**src/rtl/alu_seq.sv**
```systemverilog
// alu_seq: registered WIDTH-bit ALU with a valid/ready input handshake.
// It has a persistent accumulator and an iterative shift-add multiplier.
// Single-cycle ops have a latency of one cycle.
// MUL takes WIDTH cycles in state MUL. Its result and out_valid register on the
// same edge as the last iteration.
module alu_seq #(
   parameter int WIDTH = 4
) (
   input  logic             clk,
   input  logic             reset,
   input  logic             in_valid,
   output logic             in_ready,
   input  logic [WIDTH-1:0] a,
   input  logic [WIDTH-1:0] b,
   input  logic [2:0]       fun,
   output logic             out_valid,
   output logic [WIDTH-1:0] y,
   output logic [WIDTH-1:0] y_hi,
   output logic             c,
   output logic             z,
   output logic [WIDTH-1:0] acc
);

   localparam int CW = $clog2(WIDTH + 1);

   typedef enum logic {
      IDLE,
      MUL
   } state_t;

   typedef enum logic [2:0] {
      OP_PASSA = 3'b000,
      OP_SUB   = 3'b001,
      OP_PASSB = 3'b010,
      OP_ADD   = 3'b011,
      OP_NOR   = 3'b100,
      OP_ACCUM = 3'b101,
      OP_MUL   = 3'b110,
      OP_CLR   = 3'b111
   } op_t;

   state_t             state, state_nxt;
   logic               accept;
   logic               mul_last;
   logic [CW-1:0]      cnt;
   logic [2*WIDTH-1:0] mcand;
   logic [WIDTH-1:0]   mplier;
   logic [2*WIDTH-1:0] prod;
   logic [2*WIDTH-1:0] prod_nxt;

   logic [WIDTH:0]     sum_ab;
   logic [WIDTH:0]     diff_ab;
   logic [WIDTH:0]     sum_acc;
   logic [WIDTH-1:0]   op_y;
   logic               op_c;
   logic [WIDTH-1:0]   op_acc;

   assign in_ready = (state == IDLE);
   assign accept   = in_valid && in_ready;
   assign mul_last = (state == MUL) && (cnt == CW'(WIDTH - 1));

   // State register
   always_ff @(posedge clk) begin
      if (reset) state <= IDLE;
      else       state <= state_nxt;
   end

   // Next-state logic: IDLE -> MUL on an accepted multiply, back after WIDTH iterations
   always_comb begin
      state_nxt = state;
      case (state)
         IDLE:    if (accept && (op_t'(fun) == OP_MUL)) state_nxt = MUL;
         MUL:     if (mul_last) state_nxt = IDLE;
         default: state_nxt = IDLE;
      endcase
   end

   // Single-cycle result selection; the borrow is the top bit of the widened difference
   always_comb begin
      sum_ab  = {1'b0, a} + {1'b0, b};
      diff_ab = {1'b0, a} - {1'b0, b};
      sum_acc = {1'b0, acc} + {1'b0, a};
      op_y    = '0;
      op_c    = 1'b0;
      op_acc  = acc;
      case (op_t'(fun))
         OP_PASSA: op_y = a;
         OP_SUB:   {op_c, op_y} = diff_ab;
         OP_PASSB: op_y = b;
         OP_ADD:   {op_c, op_y} = sum_ab;
         OP_NOR:   op_y = ~(a | b);
         OP_ACCUM: begin
            {op_c, op_y} = sum_acc;
            op_acc       = sum_acc[WIDTH-1:0];
         end
         OP_CLR:   op_acc = '0;
         default:  op_y = '0;
      endcase
   end

   // One shift-add step: add the multiplicand when the current multiplier bit is 1
   always_comb begin
      prod_nxt = prod + (mplier[0] ? mcand : '0);
   end

   // Datapath registers: multiplier iteration, results, flags and accumulator
   always_ff @(posedge clk) begin
      if (reset) begin
         cnt       <= '0;
         mcand     <= '0;
         mplier    <= '0;
         prod      <= '0;
         y         <= '0;
         y_hi      <= '0;
         c         <= 1'b0;
         z         <= 1'b0;
         acc       <= '0;
         out_valid <= 1'b0;
      end else begin
         out_valid <= 1'b0;
         if (accept) begin
            if (op_t'(fun) == OP_MUL) begin
               cnt    <= '0;
               mcand  <= {{WIDTH{1'b0}}, a};
               mplier <= b;
               prod   <= '0;
            end else begin
               y         <= op_y;
               y_hi      <= '0;
               c         <= op_c;
               z         <= (op_y == '0);
               acc       <= op_acc;
               out_valid <= 1'b1;
            end
         end else if (state == MUL) begin
            prod   <= prod_nxt;
            mcand  <= mcand << 1;
            mplier <= mplier >> 1;
            cnt    <= cnt + CW'(1);
            // The last iteration's sum goes straight to the outputs.
            if (mul_last) begin
               y         <= prod_nxt[WIDTH-1:0];
               y_hi      <= prod_nxt[2*WIDTH-1:WIDTH];
               c         <= |prod_nxt[2*WIDTH-1:WIDTH];
               z         <= (prod_nxt == '0);
               out_valid <= 1'b1;
            end
         end
      end
   end

endmodule

```
**config.mk**
```make
export PLATFORM = sky130hd
export DESIGN_NAME = alu_seq
export DESIGN_NICKNAME = d
export VERILOG_FILES = /design/src/rtl/alu_seq.sv
export SDC_FILE = /design/constraint.sdc
export NUM_CORES = 1
export LEC_CHECK = 0
export CELL_PAD_IN_SITES_DETAIL_PLACEMENT = 1
export CELL_PAD_IN_SITES_GLOBAL_PLACEMENT = 1
export CORE_MARGIN = 5
export CORE_UTILIZATION = 45
export DETAILED_ROUTE_END_ITERATION = 8
export PLACE_DENSITY_LB_ADDON = 0.1
export SETUP_SLACK_MARGIN = 0.02
export SLEW_MARGIN = 10
export SYNTH_ARGS = -nofsm -noshare
export SYNTH_HDL_FRONTEND = slang
export SYNTH_SLANG_ARGS = --single-unit
```
**constraint.sdc**
```tcl
create_clock -name clk -period 7.6 [get_ports clk]
set_clock_uncertainty 0.1 [all_clocks]
set_input_delay 1.14 -clock clk [delete_from_list [all_inputs] [get_ports clk]]
set_output_delay 1.14 -clock clk [all_outputs]
set_load 0.01 [all_outputs]
```
==> flow_metrics.py, run 1 <==
metrics = {
    "clock_network": {
        "cts_tree": "yes",
        "cts_hold_buf": 0,
        "clock_tree.buffer_depth": 2,
        "cts_buffers": 5,
        "cts_sinks": 39,
        "path_clk_slew_ns": 0.09,
        "cts.repair.resized": 0,
        "post_cts_buffers": 0,
        "clock_latency_ns": 0.30,
        "htreeDepth": 2,
        "clockRootBuffer": "clkbuf_8",
    },
    "timing": {
        "period_share_pct": 49.0,
        "setup_ws_ns": 3.88,
        "fin_tns_setup_ns": 0,
        "worstMarginPinSlew_ns": 0.756,
        "setup_violations": 0,
        "period_needed_ns": 3.72,
        "drv_slew": 0,
        "holdWs_ns": 0.373,
        "timing.fmax_ghz": 0.269,
        "max_slew_margin_pct": 49.4,
        "rsz0062_at_grt": "false",
        "hold_viol_final": 0,
    },
    "worst_setup_path": {
        "rrSetupSlack_ns": 4.44,
        "rr_endpoint": "z$_SDFFE_PP0P_",
        "cp_max_fo": 8,
        "cp-endpoint": "z$_SDFFE_PP0P_",
        "arrival_ns": 3.83,
        "slowest_delay_ns": 0.61,
        "startpoint": "a[2]",
        "crit_top_cell": "or3_1",
        "criticalPathCategory": "primary input to flop",
        "required_ns": 7.71,
        "crit_chain": "clkdlybuf4s50_1 > inv_1 > ha_1 > or3_1 > a31oi_1 > or3_1 > a21oi_1 > or4_1 > a311oi_1",
        "setup.worst_path.start_class": "primary input",
        "crit_path_top_delay_cell": "clkdlybuf4s50_1",
        "reg2regPathDepth": 10,
        "worstSetupEndpointType": "flop",
        "rr_startpoint": "mplier[0]$_SDFFE_PP0P_",
    },
    "grt": {
        "grt_pass1_wl_microns": 12300,
        "grt_pass1_vias": 2469,
        "antenna_found_initial": 0,
        "grt.total_usage_pct": 20.7,
        "overflow": 0,
        "grt_max_degree": 40,
    },
    "final_layout": {
        "final_core_util_pct": 55.0,
        "antenna_cells": 0,
        "fill_cells": 700,
        "drive_gt1_share_pct": 4.71,
        "regArea_sq_um": 781,
        "syn2layout_area_growth_pct": 18.0,
        "stdcell_count": 433,
        "multi_input_area_sq_um": 1670,
        "nets": 403,
    },
    "placement": {
        "place.port_buffers": 29,
        "dp_cells": 425,
        "hpwl_microns": 5410,
        "pre_cts_slack_ns": 3.56,
        "place_congestion": 0.816,
    },
    "floorplanning": {
        "fp.dieW_microns": 86.0,
        "core_sq_um": 5570,
        "die_y_microns": 86.0,
        "start_util_pct": 46.6,
        "num_io_pins": 30,
        "die_area_sq_um": 7400,
        "rows": 27,
    },
    "yosys": {
        "ys_seq_area_share_pct": 30.0,
        "ys.flop_type": "dfxtp_1",
        "synth_cells": 340,
        "yosysTopAreaCellShare_pct": 30.0,
        "synth_most_common_cell": "a21oi_1",
        "ys_ff_latch": 39,
        "synth_edf_count": 0,
        "yosysWarnings": 0,
        "synth_top_cell_by_area": "dfxtp_1",
        "synthTopCellsByArea": "dfxtp_1, ha_1, a21oi_1",
        "syn_nets": 383,
        "ys_async_sr_fraction_pct": 0,
        "avgSynthCellArea_sq_um": 7.65,
        "synth.distinct_cells": 46,
        "syn_area_sq_um": 2600,
        "synth_commonest_cells": "a21oi_1, dfxtp_1, nand2_1, nor2_1, ha_1",
    },
    "pwr": {
        "power_density_nw_per_um2": 163,
        "ir_drop_mv": 0.115,
        "total_leakage_power_uw": 0.00121,
    },
    "route": {
        "routed_wl_microns": 7310,
        "wl_per_cell_microns": 16.9,
        "drc": 0,
        "first_pass_iters": 4,
        "vias": 2445,
        "drtAntennaViolNets": 0,
        "vias_per_cell": 5.65,
        "drt_iter0_markers": 89,
    },
    "flow_run": {
        "max-cap-violations": 0,
    },
    "hold_path": {
        "whs_path_depth": 2,
        "hold_path.class": "flop to flop",
    },
    "status": {
        "status": "finished, final reports clean",
    },
}
[layer usage]
layer	vias to the layer above	track usage [%]	wire length (microns)
met5	-	0	0
met4	0	4.60	99
met3	9	4.61	303
met2	45	32.7	3300
met1	1173	28.7	3610
li1	1218	-	-
[cells by family after synthesis]
family | count (synthesis) | share of synthesized area [%]
AO/OA/AOI/OAI | 90 | 21.0
buffers and inverters | 40 | 5.77
multiplexers | 5 | 1.97
adder cells (fa/ha/maj) | 29 | 15.1
XOR/XNOR | 9 | 3.03
flip-flops | 39 | 30.0
AND/OR/NAND/NOR | 128 | 23.1
[cells in the final DEF, fill, tap and decap left out, types with 3 or more instances in the layout]
master           count
a21oi_1             49
nand2_1             39
dfxtp_1             39
nor2_1              33
clkdlybuf4s50_1     29
ha_1                25
inv_1               20
nand3_1             20
o21ai_0              8
and2_1               7
a22oi_1              6
nor2b_1              5
nor3_1               5
xnor2_1              5
clkbuf_8             5
o21a_1               4
a31oi_1              4
xor2_1               4
mux2i_1              4
fa_1                 4
and3_1               3
a21o_1               3
a311oi_1             3
nand2b_1             3
or3_1                3
buf_4                3
[worst max-delay path: cells and delay by family]
family          cells  cell delay (ns)
simple gates        3             1.05
buf+inv             2             0.69
compound gates      3             0.53
fa+ha+maj           1             0.42
[metrics by stage]
step	area (sq um)	total power (uW)
after floorplan	2600	263
after global placement	2930	292
after detailed placement	2930	294
after CTS	3070	505
after global routing	3070	523
final	3070	500
[state kept, by name (all words and copies together) (netlist names)]
register / flops
prod: 8
acc: 4
z: 1
mcand: 8
y_hi: 4
cnt: 3
mplier: 4
state: 1
out_valid: 1
y: 4
c: 1
[power breakdown]
group | total (uW) | switching, uW | leakage (uW) | internal [uW]
Combinational | 77.9 | 45.6 | 0.000830 | 32.3
Clock | 211 | 80.2 | 0.0000644 | 131
Sequential | 211 | 2.84 | 0.000316 | 208
Total | 500 | 129 | 0.00121 | 372
[layout make-up]
cell class	instances	share of cell area [%]
clock inverter	3	2.20
multi-input combinational	261	54.4
timing repair buffer	32	10.2
tap	72	2.94
clock buffer	5	2.24
sequential	39	25.4
inverter	21	2.57
[how the worst min path moves through the flow]
stage	startpoint	endpoint	slack [ns]
finish	mcand[5]$_SDFFE_PP0P_	mcand[6]$_SDFFE_PP0P_	0.37
global route	y_hi[0]$_SDFFE_PP0P_	y_hi[0]$_SDFFE_PP0P_	0.40
CTS	mcand[6]$_SDFFE_PP0P_	mcand[7]$_SDFFE_PP0P_	0.37
detailed placement	mcand[6]$_SDFFE_PP0P_	mcand[7]$_SDFFE_PP0P_	0.36
global placement	y[2]$_SDFFE_PP0P_	y[2]$_SDFFE_PP0P_	0.34
floorplan	mcand[4]$_SDFFE_PP0P_	mcand[5]$_SDFFE_PP0P_	0.34
No activity file was read; power rests on OpenSTA's default activity.
==> run 2: changes to the inputs <==
- CORE_UTILIZATION: 45 -> 41
- clock period: 7.6 -> 3.6 ns (I/O delays scaled with it)
==> flow_metrics.py, run 2 (same netlist as run 1, synthesis figures left out) <==
metrics = {
    "route": {
        "drtAntennaViolNets": 0,
        "drt_iter0_markers": 73,
        "vias": 2448,
        "routed_wl_microns": 7410,
        "vias_per_cell": 5.45,
        "first_pass_iters": 4,
        "wl_per_cell_microns": 16.5,
        "drc": 0,
    },
    "floorplanning": {
        "core_sq_um": 6240,
        "fp.dieW_microns": 89.6,
        "die_y_microns": 89.6,
        "rows": 29,
        "num_io_pins": 30,
        "die_area_sq_um": 8030,
        "start_util_pct": 41.7,
    },
    "hold_path": {
        "hold_path.class": "flop to flop",
    },
    "final_layout": {
        "syn2layout_area_growth_pct": 19.7,
        "largest_registers": "mcand (8), prod (8)",
        "antenna_cells": 0,
        "multi_input_area_sq_um": 1670,
        "final_cell_mix": "a21oi_1, nand2_1, dfxtp_1, nor2_1, clkdlybuf4s50_1",
        "final_area_sq_um": 3110,
        "stdcell_count": 449,
        "nets": 414,
        "final_common_cell": "a21oi_1",
        "fill_cells": 801,
        "drive_gt1_share_pct": 7.53,
        "regArea_sq_um": 781,
    },
    "pwr": {
        "sw_frac_of_total_pct": 30.2,
        "combPwrFrac_pct": 18.7,
        "p_seq_share_pct": 47.6,
        "p_int_uw": 654,
        "power.switching_uw": 283,
        "clock_power_share_pct": 33.8,
        "power_density_nw_per_um2": 301,
        "ir_drop_mv": 0.166,
        "total_leakage_power_uw": 0.00124,
    },
    "clock_network": {
        "clock_tree.buffer_depth": 2,
        "post_cts_buffers": 0,
        "cts.repair.resized": 0,
        "htreeDepth": 2,
        "clock_latency_ns": 0.30,
        "cts_tree": "yes",
        "path_clk_slew_ns": 0.09,
        "cts_buffers": 5,
        "clockRootBuffer": "clkbuf_8",
        "cts_hold_buf": 0,
        "cts_sinks": 39,
    },
    "placement": {
        "hpwl_microns": 5690,
        "place_congestion": 0.886,
        "placed_area_sq_um": 3020,
        "dp_cells": 441,
        "pre_cts_slack_ns": 0.215,
        "place.port_buffers": 29,
    },
    "worst_setup_path": {
        "worstSetupEndpointType": "flop",
        "slowest_delay_ns": 0.58,
        "crit_chain": "and2_1 > ha_1 > inv_1 > fa_1 > nor2b_1 > o31a_1 > nor4_1 > a311o_1 > or4_1 > a311oi_1",
        "criticalPathCategory": "flop to flop",
        "crit_family": "simple AND/OR/NAND/NOR gates",
        "required_ns": 3.71,
        "arrival_ns": 3.27,
        "crit_path_top_delay_cell": "or4_1",
        "cp_max_fo": 9,
        "setup.worst_path.start_class": "flop",
        "path_buf_inv": 1,
    },
    "grt": {
        "grt_pass1_wl_microns": 12500,
        "antenna_found_initial": 0,
        "grt_max_degree": 40,
        "grt_pass1_vias": 2595,
        "grt.total_usage_pct": 19.9,
        "overflow": 0,
    },
    "timing": {
        "fin_tns_setup_ns": 0,
        "worstMarginPinSlew_ns": 0.610,
        "max_slew_margin_pct": 59.2,
        "period_share_pct": 87.8,
        "setup_ws_ns": 0.440,
        "rsz0062_at_grt": "false",
        "period_needed_ns": 3.16,
        "timing.fmax_ghz": 0.317,
        "hold_viol_final": 0,
        "drv_slew": 0,
        "setup_violations": 0,
    },
    "status": {
        "status": "finished, final reports clean",
    },
    "flow_run": {
        "max-cap-violations": 0,
    },
}
==> run 2: cell types whose count changed in the layout (fill, tap and decap cells not counted), sizes merged <==
| cell | before | now |
|---|---|---|
| clkinvlp | 1 | 2 |
| bufinv | 2 | 0 |
| buf | 3 | 14 |
| inv | 21 | 22 |
==> run 2: worst reg2reg max path, delay by kind of cell (launching register included) <==
family | cells | cell delay (ns)
AO/OA/AOI/OAI | 3 | 0.87
buffers and inverters | 1 | 0.06
AND/OR/NAND/NOR | 4 | 1.01
flip-flops | 1 | 0.48
adder cells (fa/ha/maj) | 2 | 0.57
==> run 2: area by class of cell <==
type / instances / area share (%)
multi-input cells: 261 / 53.6
inverters: 21 / 2.53
repair buffers: 43 / 12.7
clock inverters: 3 / 0.764
flip-flops and latches: 39 / 25.1
well taps: 77 / 3.09
clock buffers: 5 / 2.21
==> run 2: final timing paths <==
check / cells after the start / endpoint / slack [ns] / from
hold / removal: 2 / mcand[6]$_SDFFE_PP0P_ / 0.37 / mcand[5]$_SDFFE_PP0P_
setup reg to reg: 10 / z$_SDFFE_PP0P_ / 0.44 / mplier[0]$_SDFFE_PP0P_
setup / recovery: 10 / z$_SDFFE_PP0P_ / 0.44 / mplier[0]$_SDFFE_PP0P_
hold reg to reg: 2 / mcand[6]$_SDFFE_PP0P_ / 0.37 / mcand[5]$_SDFFE_PP0P_
==> run 2: power groups by stage <==
stage,Clock (uW),Sequential [uW],Combinational [uW]
3_3_place_gp,0,456,172
2_1_floorplan,0,457,98.4
3_5_place_dp,0,456,176
4_1_cts,328,446,177
5_1_grt,352,447,194
6_report,317,446,175
==> run 2: stage by stage <==
stage,power (uW),hold slack [ns],util (%)
after floorplan,556,0.341,-
after global placement,628,0.340,48.4
after detailed placement,632,0.358,48.4
after CTS,951,0.372,49.9
after global routing,993,0.394,49.9
final,937,0.368,49.9
==> run 2: metal layers <==
layer  vias up  global-route usage (%)  share of wire [%]
li1       1243                       -                  -
met1      1159                    26.9                 48
met2        38                    33.1                 47
met3         8                    3.01                3.3
met4         0                    5.41                1.3
met5         -                       0                  0
==> run 3: changes to the inputs <==
- CORE_UTILIZATION: 41 -> 45
- SLEW_MARGIN: 10 -> unset
- clock period: 3.6 -> 3.73 ns (I/O delays scaled with it)
==> flow_metrics.py, run 3 (same netlist as run 1, synthesis figures left out) <==
metrics = {
    "final_layout": {
        "drive_gt1_share_pct": 6.52,
        "fill_cells": 696,
        "final_core_util_pct": 55.6,
        "largest_registers": "mcand (8), prod (8)",
        "final_cell_mix": "a21oi_1, nand2_1, dfxtp_1, nor2_1, clkdlybuf4s50_1",
        "nets": 410,
        "syn2layout_area_growth_pct": 19.1,
        "final_area_sq_um": 3100,
        "final_common_cell": "a21oi_1",
        "antenna_cells": 0,
    },
    "pwr": {
        "power_density_nw_per_um2": 309,
        "total_leakage_power_uw": 0.00123,
        "p_seq_share_pct": 45.0,
        "sw_frac_of_total_pct": 27.5,
        "clock_power_share_pct": 37.5,
        "ir_drop_mv": 0.177,
        "p_int_uw": 694,
        "power.switching_uw": 263,
        "combPwrFrac_pct": 17.5,
    },
    "floorplanning": {
        "fp.dieW_microns": 86.0,
        "die_y_microns": 86.0,
        "core_sq_um": 5570,
        "rows": 27,
        "num_io_pins": 30,
        "die_area_sq_um": 7400,
        "start_util_pct": 46.6,
    },
    "status": {
        "status": "finished, final reports clean",
    },
    "worst_setup_path": {
        "setup.worst_path.start_class": "flop",
        "cp_max_fo": 9,
        "slowest_delay_ns": 0.57,
        "arrival_ns": 3.24,
        "crit_path_top_delay_cell": "or4_1",
        "crit_family": "simple AND/OR/NAND/NOR gates",
        "reg2regPathDepth": 10,
        "criticalPathCategory": "flop to flop",
        "worstSetupEndpointType": "flop",
        "cp_num_cells": 10,
        "path_buf_inv": 1,
        "crit_chain": "and2_1 > ha_1 > inv_1 > fa_1 > nor2b_1 > o31a_1 > nor4_1 > a311o_1 > or4_1 > a311oi_1",
        "required_ns": 3.84,
    },
    "grt": {
        "grt_pass1_vias": 2517,
        "antenna_found_initial": 0,
        "overflow": 0,
        "grt_pass1_wl_microns": 12200,
        "grt_max_degree": 40,
        "grt.total_usage_pct": 20.6,
    },
    "clock_network": {
        "cts_tree": "yes",
        "clock_latency_ns": 0.30,
        "clock_tree.buffer_depth": 2,
        "cts_sinks": 39,
        "htreeDepth": 2,
        "clockRootBuffer": "clkbuf_8",
        "post_cts_buffers": 0,
        "cts_hold_buf": 0,
        "cts_buffers": 5,
        "cts.repair.resized": 0,
        "path_clk_slew_ns": 0.08,
    },
    "flow_run": {
        "max-cap-violations": 0,
    },
    "timing": {
        "period_share_pct": 84.0,
        "drv_slew": 0,
        "fin_tns_setup_ns": 0,
        "setup_ws_ns": 0.597,
        "hold_viol_final": 0,
        "max_slew_margin_pct": 50.5,
        "worstMarginPinSlew_ns": 0.740,
        "setup_violations": 0,
        "period_needed_ns": 3.13,
        "holdWs_ns": 0.374,
        "timing.fmax_ghz": 0.319,
        "rsz0062_at_grt": "false",
    },
    "placement": {
        "hpwl_microns": 5620,
        "placed_area_sq_um": 2980,
        "place_congestion": 0.886,
        "place.port_buffers": 29,
        "pre_cts_slack_ns": 0.330,
    },
    "route": {
        "wl_per_cell_microns": 16.7,
        "first_pass_iters": 4,
        "drc": 0,
        "drt_iter0_markers": 104,
        "routed_wl_microns": 7330,
        "drtAntennaViolNets": 0,
        "vias_per_cell": 5.73,
        "vias": 2521,
    },
    "hold_path": {
        "hold_path.class": "flop to flop",
        "whs_path_depth": 2,
    },
}
-- run 3: area by class of cell --
| type | instances | area, sq um | share of cell area (%) |
|---|---|---|---|
| sequential | 39 | 781 | 25.2 |
| clock buffer | 5 | 68.8 | 2.22 |
| inverter | 21 | 78.8 | 2.55 |
| timing repair buffer | 39 | 365 | 11.8 |
| tap | 72 | 90.1 | 2.91 |
| multi-input combinational | 261 | 1670 | 53.9 |
| clock inverter | 3 | 43.8 | 1.41 |
-- run 3: power by group through the flow --
stage	Combinational, uW	Clock [uW]	Sequential [uW]
after floorplan	94.9	0	441
after global placement	161	0	440
after detailed placement	166	0	441
after CTS	167	370	431
after global routing	184	386	432
final	167	359	431
-- run 3: worst paths after layout --
path / startpoint / end / slack (ns)
hold reg to reg: mcand[6]$_SDFFE_PP0P_ / mcand[7]$_SDFFE_PP0P_ / 0.37
setup / recovery: mplier[0]$_SDFFE_PP0P_ / z$_SDFFE_PP0P_ / 0.60
setup reg to reg: mplier[0]$_SDFFE_PP0P_ / z$_SDFFE_PP0P_ / 0.60
hold / removal: mcand[6]$_SDFFE_PP0P_ / mcand[7]$_SDFFE_PP0P_ / 0.37
-- run 3: worst register-to-register path: stages (launching register included) --
cell and delay (ns):
dfxtp_1 0.50, and2_1 0.18, ha_1 0.17, inv_1 0.07, fa_1 0.40, nor2b_1 0.16
o31a_1 0.19, nor4_1 0.06, a311o_1 0.38, or4_1 0.57, a311oi_1 0.27
-- run 3: per-stage QoR --
step / instances / total power, uW
after global placement: 432 / 601
after global routing: 440 / 1000
after detailed placement: 432 / 606
final: 440 / 957
after CTS: 440 / 967
after floorplan: 340 / 536
-- run 3: metal layers --
metal	wire length, microns	track usage [%]	vias up
met3	279	4.03	13
met2	3450	33.9	52
met5	0	0	-
met1	3470	26.8	1216
li1	-	-	1240
met4	129	6.91	0
